## config.mk

```make
export PLATFORM = sky130hd
export DESIGN_NAME = comparator_serial
export DESIGN_NICKNAME = d
export VERILOG_FILES = /design/src/rtl/comparator_serial.sv
export SDC_FILE = /design/constraint.sdc
export NUM_CORES = 1
export LEC_CHECK = 0
export BUFFER_PORTS_ARGS = -buffer_cell sky130_fd_sc_hd__buf_2
export CORE_MARGIN = 2
export CORE_UTILIZATION = 58
export DETAILED_ROUTE_END_ITERATION = 16
export PLACE_DENSITY = 0.83
export SLEW_MARGIN = 30
export SYNTH_ARGS = -nofsm -noshare
export SYNTH_HDL_FRONTEND = slang
export SYNTH_SLANG_ARGS = --single-unit
export TNS_END_PERCENT = 1
```

## constraint.sdc

```tcl
create_clock -name clk -period 7.5 [get_ports clk]
set_input_delay 0 -clock clk [delete_from_list [all_inputs] [get_ports clk]]
set_output_delay 0 -clock clk [all_outputs]
set_load 0.01 [all_outputs]
```

## src/rtl/comparator_serial.sv

```systemverilog
// Serial signed comparator, MS chunk first, valid/ready on both sides.
// Optional: COMPARATOR_SERIAL_EARLY_EXIT_EN ends the scan at the first differing chunk.
module comparator_serial #(
  parameter int N = 32,
  parameter int W = 8
) (
  input  logic         clk,
  input  logic         rst_n,
  input  logic         i_valid,
  output logic         i_ready,
  input  logic [N-1:0] a,
  input  logic [N-1:0] b,
  output logic         o_valid,
  input  logic         o_ready,
  output logic         eq,
  output logic         lt,
  output logic         gt
);

  localparam int NCH = N / W;
  localparam int IW  = (NCH > 1) ? $clog2(NCH) : 1;
  localparam logic [IW-1:0] TOP = IW'(NCH - 1);

`ifdef COMPARATOR_SERIAL_EARLY_EXIT_EN
  localparam bit EARLY = 1'b1;
`else
  localparam bit EARLY = 1'b0;
`endif

  typedef enum logic [1:0] {
    IDLE,
    BUSY,
    DONE
  } state_t;

  state_t        state_q, state_d;
  logic [N-1:0]  a_q, a_d;
  logic [N-1:0]  b_q, b_d;
  logic [IW-1:0] idx_q, idx_d;
  logic          eq_q, eq_d;
  logic          lt_q, lt_d;
  logic          gt_q, gt_d;

  logic [W-1:0]  ca, cb;
  logic          hit;
  logic          last;

  always_comb begin
    state_d = state_q;
    a_d     = a_q;
    b_d     = b_q;
    idx_d   = idx_q;
    eq_d    = eq_q;
    lt_d    = lt_q;
    gt_d    = gt_q;

    ca = a_q[idx_q*W +: W];
    cb = b_q[idx_q*W +: W];
    // Flipping the sign bit maps two's-complement order onto unsigned order
    if (idx_q == TOP) begin
      ca[W-1] = ~ca[W-1];
      cb[W-1] = ~cb[W-1];
    end
    hit  = !(lt_q || gt_q) && (ca != cb);
    last = (idx_q == '0);

    unique case (state_q)
      IDLE: begin
        if (i_valid) begin
          a_d     = a;
          b_d     = b;
          eq_d    = 1'b0;
          lt_d    = 1'b0;
          gt_d    = 1'b0;
          idx_d   = TOP;
          state_d = BUSY;
        end
      end
      BUSY: begin
        if (hit) begin
          lt_d = (ca < cb);
          gt_d = (ca > cb);
        end
        if (last) begin
          eq_d    = !(lt_q || gt_q || hit);
          state_d = DONE;
        end else begin
          idx_d = idx_q - 1'b1;
        end
        if (EARLY && hit) state_d = DONE;
      end
      DONE: begin
        if (o_ready) state_d = IDLE;
      end
      default: state_d = IDLE;
    endcase
  end

  always_ff @(posedge clk or negedge rst_n) begin
    if (!rst_n) begin
      state_q <= IDLE;
      a_q     <= '0;
      b_q     <= '0;
      idx_q   <= TOP;
      eq_q    <= 1'b0;
      lt_q    <= 1'b0;
      gt_q    <= 1'b0;
    end else begin
      state_q <= state_d;
      a_q     <= a_d;
      b_q     <= b_d;
      idx_q   <= idx_d;
      eq_q    <= eq_d;
      lt_q    <= lt_d;
      gt_q    <= gt_d;
    end
  end

  assign i_ready = (state_q == IDLE);
  assign o_valid = (state_q == DONE);
  assign eq      = eq_q;
  assign lt      = lt_q;
  assign gt      = gt_q;

endmodule
```

==> results of run 1 <==
[metrics by stage]
step / worst slack (ps) / hold slack, ps / total power [mW]
after floorplan: 4950 / -296 / 1.29
after global placement: 4670 / 215 / 1.42
final: 4610 / 282 / 1.83
after CTS: 4570 / 385 / 1.83
after detailed placement: 4570 / 221 / 1.48
after global routing: 4420 / 348 / 1.97
[worst max-delay path by stage]
stage | cells after the start | slack, ps | end | from
5_1_grt | 7 | 4420 | gt$_DFFE_PN0P_ | idx_q[0]$_DFFE_PN1P_
3_5_place_dp | 7 | 4570 | gt$_DFFE_PN0P_ | idx_q[0]$_DFFE_PN1P_
2_1_floorplan | 8 | 4950 | gt$_DFFE_PN0P_ | idx_q[0]$_DFFE_PN1P_
4_1_cts | 7 | 4570 | gt$_DFFE_PN0P_ | idx_q[0]$_DFFE_PN1P_
6_report | 7 | 4610 | gt$_DFFE_PN0P_ | idx_q[0]$_DFFE_PN1P_
3_3_place_gp | 7 | 4670 | gt$_DFFE_PN0P_ | idx_q[0]$_DFFE_PN1P_
[state kept, by name, indices dropped and copies added, names as in the netlist]
name     cells
a_q         32
b_q         32
eq           1
gt           1
idx_q        2
lt           1
state_q      2
[metal layers]
metal	vias up	share of wire
met5	-	0
met4	0	0.031
met3	26	0.032
met2	61	0.54
met1	1131	0.39
li1	1093	-
[timing repair]
item	CTS	global route
endpoints found under the hold margin	136	0
gates resized for setup	0	0
hold buffers	67	0
endpoints found under the setup margin	0	0
[final cells by class]
| type | instances | share of cell area |
|---|---|---|
| Sequential cell | 71 | 0.384 |
| Multi-Input combinational cell | 128 | 0.315 |
| Timing Repair Buffer | 141 | 0.227 |
| Clock buffer | 13 | 0.0364 |
| Tap cell | 72 | 0.0194 |
| Inverter | 12 | 0.00972 |
| Clock inverter | 3 | 0.00864 |
[cell usage in the layout, fill, tap and decap left out, types with 2 or more instances in the layout]
cell and n:
buf_2 72, ha_1 10, nor2b_1 4, dlygate4sd3_1 67, nand2_1 4, a21oi_1 5
mux2_1 29, clkinv_2 2, inv_1 12, nor2_1 3, o21ai_0 2, mux2_2 36
dfrtp_1 69, mux4_2 16, dfstp_2 2, clkbuf_8 12
[power groups by stage]
stage / Combinational [mW] / Clock (mW) / Sequential [mW]
floorplan: 0.639 / 0 / 0.653
global placement: 0.693 / 0 / 0.727
detailed placement: 0.740 / 0 / 0.744
CTS: 0.770 / 0.322 / 0.738
global route: 0.862 / 0.340 / 0.769
finish: 0.772 / 0.319 / 0.740
[critical path: stages (launching register included)]
cell	delay (ps)
dfstp_2	910
mux4_2	600
xor2_1	170
ha_1	320
nand4_1	130
nand2b_1	200
nor2b_1	140
a221o_1	300
[logic make-up (layout without fill, tap and decap cells)]
logic type      count (synthesis)  in the layout  synth area share
fa+ha+maj                      10             10            0.0372
buf+inv                        23            169            0.0372
compound gates                 14             14            0.0268
flops                          71             71             0.530
simple gates                   20             20            0.0358
xor+xnor                        2              2           0.00522
mux                            82             82             0.328
==> metrics.log, run 1 <==
INFO  metric timing.slew.headroom = 0.444
INFO  metric cts_tree = done
INFO  metric cts_htree_levels = 3
INFO  metric clock_power_share = 0.174
INFO  metric drv_slew = 0
INFO  metric drcViolationCount = 0
INFO  metric cp_data_required_time = 7730 ps
INFO  metric critPathKind = register to register
INFO  metric routed_wl_per_cell = 17.4 µm
INFO  metric static-leakage-power = 2.12 nW
INFO  metric hold_path_class = primary input to async pin
INFO  metric gp_congestion = 0.785
INFO  metric wl = 7640 µm
INFO  metric maxCapViolations = 0
INFO  metric synth_area = 0.00336 mm²
INFO  metric met2_usage = 0.478
INFO  metric gr-usage-met1 = 0.314
INFO  metric internal_power = 1.22 mW
INFO  metric post_dp_cell_area = 0.00375 mm²
INFO  metric grt_start_max_net_pins = 72
INFO  metric avgSynthCellArea = 15.1 µm²
INFO  metric share_seq_of_total_power = 0.404
INFO  metric critPathLaunchType = register
INFO  metric cts_buffer_count = 9
INFO  metric dieArea = 0.00642 mm²
INFO  metric floorplan.die.height = 80.1 µm
INFO  metric initial_utilization = 0.606
INFO  metric finalHoldViolations = 0
INFO  metric post_cts.repair.setup_buffers = 0
INFO  metric finalNonFillerCells = 440
INFO  metric detail_route.iter0.violations = 105
INFO  metric mappedNetlistNets = 300
INFO  metric sequential_area_share_after_synthesis = 0.530
INFO  metric regToRegStartpoint = idx_q[0]$_DFFE_PN1P_
INFO  metric postSynthRegisterBits = 71
INFO  metric area_growth_syn_to_layout = 38.0%
INFO  metric layout_net_count = 441
INFO  metric cts.root.buffer_cell = clkbuf_8
INFO  metric synth_top_cells_by_area = dfrtp_1 (51%), mux2_2 (12%), mux4_2 (11%)
INFO  metric finalSetupViolCount = 0
INFO  metric crit_fanout = 19
INFO  metric max_slew.worst_pin.slew = 835 ps
INFO  metric min_clock_period_post_route = 2890 ps
INFO  metric setup.worst_path.end_class = register
INFO  metric numClockSinks = 71
INFO  metric worst-endpoint-arrival = 3120 ps
INFO  metric synth.lib_cells_used.distinct = 35
INFO  metric vias = 2311
INFO  metric clock-skew-final = 10.2 ps
INFO  metric synth_top_cells_by_count = dfrtp_1 (69), mux2_2 (36), mux2_1 (29), mux4_2 (16), inv_1 (12)
INFO  metric gr-total-overflow = 0
INFO  metric antenna_found_initial = 0
INFO  metric antenna_cells_inserted = 0
INFO  metric combinational_group_share_of_total_power = 0.421
INFO  metric clk_transition_reported_paths = 80 ps
INFO  metric maxClockFrequency = 346 MHz
INFO  metric synth_top_area_cell = dfrtp_1
INFO  metric post_route_cells_drive_above_1_share = 0.397
INFO  metric ys_flop_type = dfrtp_1
INFO  metric gr-usage-all-layers = 0.273
INFO  metric dpl.cell_count = 357
INFO  metric async_reset_ff_frac = 1.00
INFO  metric global_route_wire_length_before_repair = 12500 µm
INFO  metric setup_tns = 0 ps
INFO  metric clock_insertion_delay_worst_skew = 360 ps
INFO  metric netSwitchingPower = 0.613 mW
INFO  metric yosys_warnings = 0
INFO  metric fraction_of_the_core_area_covered_by_cells_at_the_end_of_the_flow = 0.836
INFO  metric floorplan.die.width = 80.1 µm
INFO  metric outcome = complete, no violations
INFO  metric reg2reg_to = gt$_DFFE_PN0P_
INFO  metric fp-row-count = 27
INFO  metric first_global_vias = 2590
INFO  metric power_density = 395 mW/mm²
INFO  metric switching_portion_of_total_power = 0.335
INFO  metric cts_max_path_buffers = 2
INFO  metric synth-edff-count = 0
INFO  metric yosysMostFrequentCell = dfrtp_1
INFO  metric irDropWorstVdd = 241 µV
INFO  metric multiInputGateArea = 0.00146 mm²
INFO  metric io_buffer_count = 72
INFO  metric floorplan.io_pins = 73
INFO  metric share_of_the_synthesized_area_in_the_top_cell_type = 0.514
INFO  metric grt_setup_unrepaired = false
INFO  metric synthesis.instances = 222
INFO  metric place.detailed.hpwl = 4430 µm
INFO  metric final_cell_area = 0.00463 mm²
INFO  metric core_area = 0.00554 mm²
INFO  metric drt-pass1-iter-count = 4
INFO  metric layer_with_the_highest_usage_after_global_routing = met2
INFO  metric final_min_period_over_clock_period = 0.385
INFO  metric worst-r2r-setup-slack = 4610 ps
INFO  metric met3_usage = 0.0607
INFO  metric via_per_inst = 5.25
INFO  metric final-seq-area = 0.00178 mm²
INFO  metric r2r.worst_path.cells = 7
INFO  metric fillerInstances = 303
INFO  metric antenna_left = 0
No activity file was read; power rests on OpenSTA's default activity.
==> run 2, diff against run 1 <==
--- a/config.mk
+++ b/config.mk
@@ -7,9 +7,9 @@
 export LEC_CHECK = 0
 export BUFFER_PORTS_ARGS = -buffer_cell sky130_fd_sc_hd__buf_2
 export CORE_MARGIN = 2
-export CORE_UTILIZATION = 58
+export CORE_UTILIZATION = 49
 export DETAILED_ROUTE_END_ITERATION = 16
-export PLACE_DENSITY = 0.83
+export PLACE_DENSITY = 0.75
 export SLEW_MARGIN = 30
 export SYNTH_ARGS = -nofsm -noshare
 export SYNTH_HDL_FRONTEND = slang
==> constraint.sdc (replaced) <==
create_clock -name clk -period 2.58 [get_ports clk]
set_input_delay 0 -clock clk [delete_from_list [all_inputs] [get_ports clk]]
set_output_delay 0 -clock clk [all_outputs]
set_load 0.01 [all_outputs]
==> run 2 against run 1 <==
Effect of this change: total power rose to 2.9 times the previous value; sequential share of layout area down 0.74 points; clock skew down 2.1 ps; core utilization down 13 points; via count up 1.5%; die area up 17%; global-route usage down 6.3 points; clock power up 140%; combinational power rose to 3.3 times the previous value; maximum frequency up 13%; register-to-register slack worse by 4600 ps; cell area up 2.0%.
==> metrics.log, run 2 (synthesized netlist as in run 1, its figures left out) <==
INFO  metric floorplan.die.width = 86.8 µm (+8.4%)
INFO  metric final_cell_area = 0.00473 mm² (+2.0%)
INFO  metric met3_usage = 0.0305 (-0.0302)
INFO  metric place.detailed.hpwl = 4680 µm (+5.5%)
INFO  metric vias = 2345 (+1.5%)
INFO  metric drcViolationCount = 0 (unchanged)
INFO  metric cts_htree_levels = 3 (unchanged)
INFO  metric gr-total-overflow = 0 (unchanged)
INFO  metric floorplan.io_pins = 73 (unchanged)
INFO  metric static-leakage-power = 2.15 nW (+1.8%)
INFO  metric worst-endpoint-arrival = 2790 ps (-330 ps)
INFO  metric grt_start_max_net_pins = 68 (-5.6%)
INFO  metric dieArea = 0.00753 mm² (+17%)
INFO  metric via_per_inst = 5.14 (-2.1%)
INFO  metric multiInputGateArea = 0.00149 mm² (+1.9%)
INFO  metric grt_setup_unrepaired = true
INFO  metric cts_buffer_count = 9 (unchanged)
INFO  metric dpl.cell_count = 372 (+4.2%)
INFO  metric finalSetupViolCount = 0 (unchanged)
INFO  metric setup.worst_path.end_class = register
INFO  metric fin_ws = 16.1 ps (-4590 ps)
INFO  metric post_dp_cell_area = 0.00384 mm² (+2.3%)
INFO  metric min_clock_period_post_route = 2560 ps (-326 ps)
INFO  metric finalNonFillerCells = 456 (+3.6%)
INFO  metric fillerInstances = 444 (+47%)
INFO  metric post_route_cells_drive_above_1_share = 0.419 (+0.0219)
INFO  metric core_area = 0.00672 mm² (+21%)
INFO  metric timing.slew.headroom = 0.615 (+0.171)
INFO  metric maxCapViolations = 0 (unchanged)
INFO  metric met2_usage = 0.362 (-0.117)
INFO  metric fp-row-count = 30 (+11%)
INFO  metric critPathLaunchType = register
INFO  metric gr-usage-all-layers = 0.210 (-0.0631)
INFO  metric maxClockFrequency = 390 MHz (+13%)
INFO  metric routed_wl_per_cell = 15.7 µm (-9.8%)
INFO  metric final_min_period_over_clock_period = 0.994 (+0.608)
INFO  metric irDropWorstVdd = 600 µV (+150%)
INFO  metric numClockSinks = 71 (unchanged)
INFO  metric global_route_wire_length_before_repair = 11800 µm (-5.9%)
INFO  metric cts_max_path_buffers = 2 (unchanged)
INFO  metric antenna_left = 0 (unchanged)
INFO  metric gr-usage-met1 = 0.251 (-0.0630)
INFO  metric floorplan.die.height = 86.8 µm (+8.4%)
INFO  metric total_power = 5.37 mW (+190%)
INFO  metric antenna_found_initial = 1 (+1)
INFO  metric power_density = 1140 mW/mm² (+190%)
INFO  metric clock_insertion_delay_worst_skew = 350 ps (about the same)
INFO  metric hold_path_class = primary input to async pin
INFO  metric io_buffer_count = 72 (unchanged)
INFO  metric cp_data_required_time = 2810 ps (-4920 ps)
INFO  metric most-common-layout-cells = buf_2 (72), dfrtp_1 (69), dlygate4sd3_1 (67)
INFO  metric wl = 7140 µm (-6.6%)
INFO  metric drv_slew = 0 (unchanged)
INFO  metric initial_utilization = 0.500 (-0.106)
INFO  metric layer_with_the_highest_usage_after_global_routing = met2
INFO  metric final-seq-area = 0.00178 mm² (unchanged)
INFO  metric area_growth_syn_to_layout = 40.7%
INFO  metric outcome = complete, no violations
INFO  metric fraction_of_the_core_area_covered_by_cells_at_the_end_of_the_flow = 0.703 (-0.133)
INFO  metric clock-skew-final = 8.11 ps (-2.10 ps)
INFO  metric first_global_vias = 2561 (-1.1%)
INFO  metric layout_top_registers = a_q (32), b_q (32)
INFO  metric finalHoldViolations = 0 (unchanged)
INFO  metric cts.root.buffer_cell = clkbuf_8
INFO  metric crit_fanout = 5 (-14)
INFO  metric detail_route.iter0.violations = 72 (-31%)
INFO  metric drt-pass1-iter-count = 4 (unchanged)
INFO  metric final_common_cell = buf_2
INFO  metric pre_cts_ws = 18.7 ps (-4550 ps)
INFO  metric layout_net_count = 450 (+2.0%)
INFO  metric cts_tree = done
INFO  metric gp_congestion = 0.781 (-0.45%)
INFO  metric clk_transition_reported_paths = 70 ps (about the same)
INFO  metric max_slew.worst_pin.slew = 578 ps (-257 ps)
INFO  metric critPathKind = register to register
run 2: timing repair:
item,in CTS,in global routing
hold buffers,67,0
gates resized for setup,0,8
endpoints found under the setup margin,0,2
hold endpoints to repair,90,0
setup buffers,0,2
run 2: where the power goes:
part | internal, mW | total [mW] | switching, mW
registers | 1.69 | 2.04 | 0.344
clock network | 0.390 | 0.775 | 0.385
logic | 1.52 | 2.56 | 1.05
total | 3.60 | 5.37 | 1.77
run 2: worst max-delay path, stage by stage, from the launching register on:
cell	delay (ps)
dfstp_2	630
mux4_2	530
xor2_1	160
ha_1	310
nand4_1	170
nand2b_4	200
nor2b_1	130
a221o_1	310
run 2: routing by layer:
layer  wire, µm  share of wire
met1       2940           0.41
met2       3850           0.54
met3        165          0.023
met4        186          0.026
met5          0              0
run 2: cell type report:
class	instances	share of cell area
antenna	1	0.000530
clock buffer	13	0.0336
clock inverter	1	0.00106
inverter	12	0.00953
multi-input combinational	128	0.315
sequential	71	0.376
tap	80	0.0212
timing repair buffer	150	0.243
run 2: final timing paths:
path	depth (start not counted)	from	to	slack, ps
worst max register to register	7	idx_q[0]$_DFFE_PN1P_	gt$_DFFE_PN0P_	20
min in group clk	3	a[12]	a_q[12]$_DFFE_PN0P_	400
max in group asynchronous	3	rst_n	idx_q[0]$_DFFE_PN1P_	1680
worst min register to register	1	a_q[24]$_DFFE_PN0P_	a_q[24]$_DFFE_PN0P_	480
worst min-delay path	2	rst_n	a_q[3]$_DFFE_PN0P_	200
worst max-delay path	7	idx_q[0]$_DFFE_PN1P_	gt$_DFFE_PN0P_	20
run 2: through the flow:
| step | setup TNS, ps | hold WS [ps] |
|---|---|---|
| global route | -77.0 | 246 |
| finish | 0 | 203 |
| floorplan | 0 | -296 |
| CTS | 0 | 192 |
| detailed placement | 0 | 27.0 |
| global placement | 0 | 20.3 |
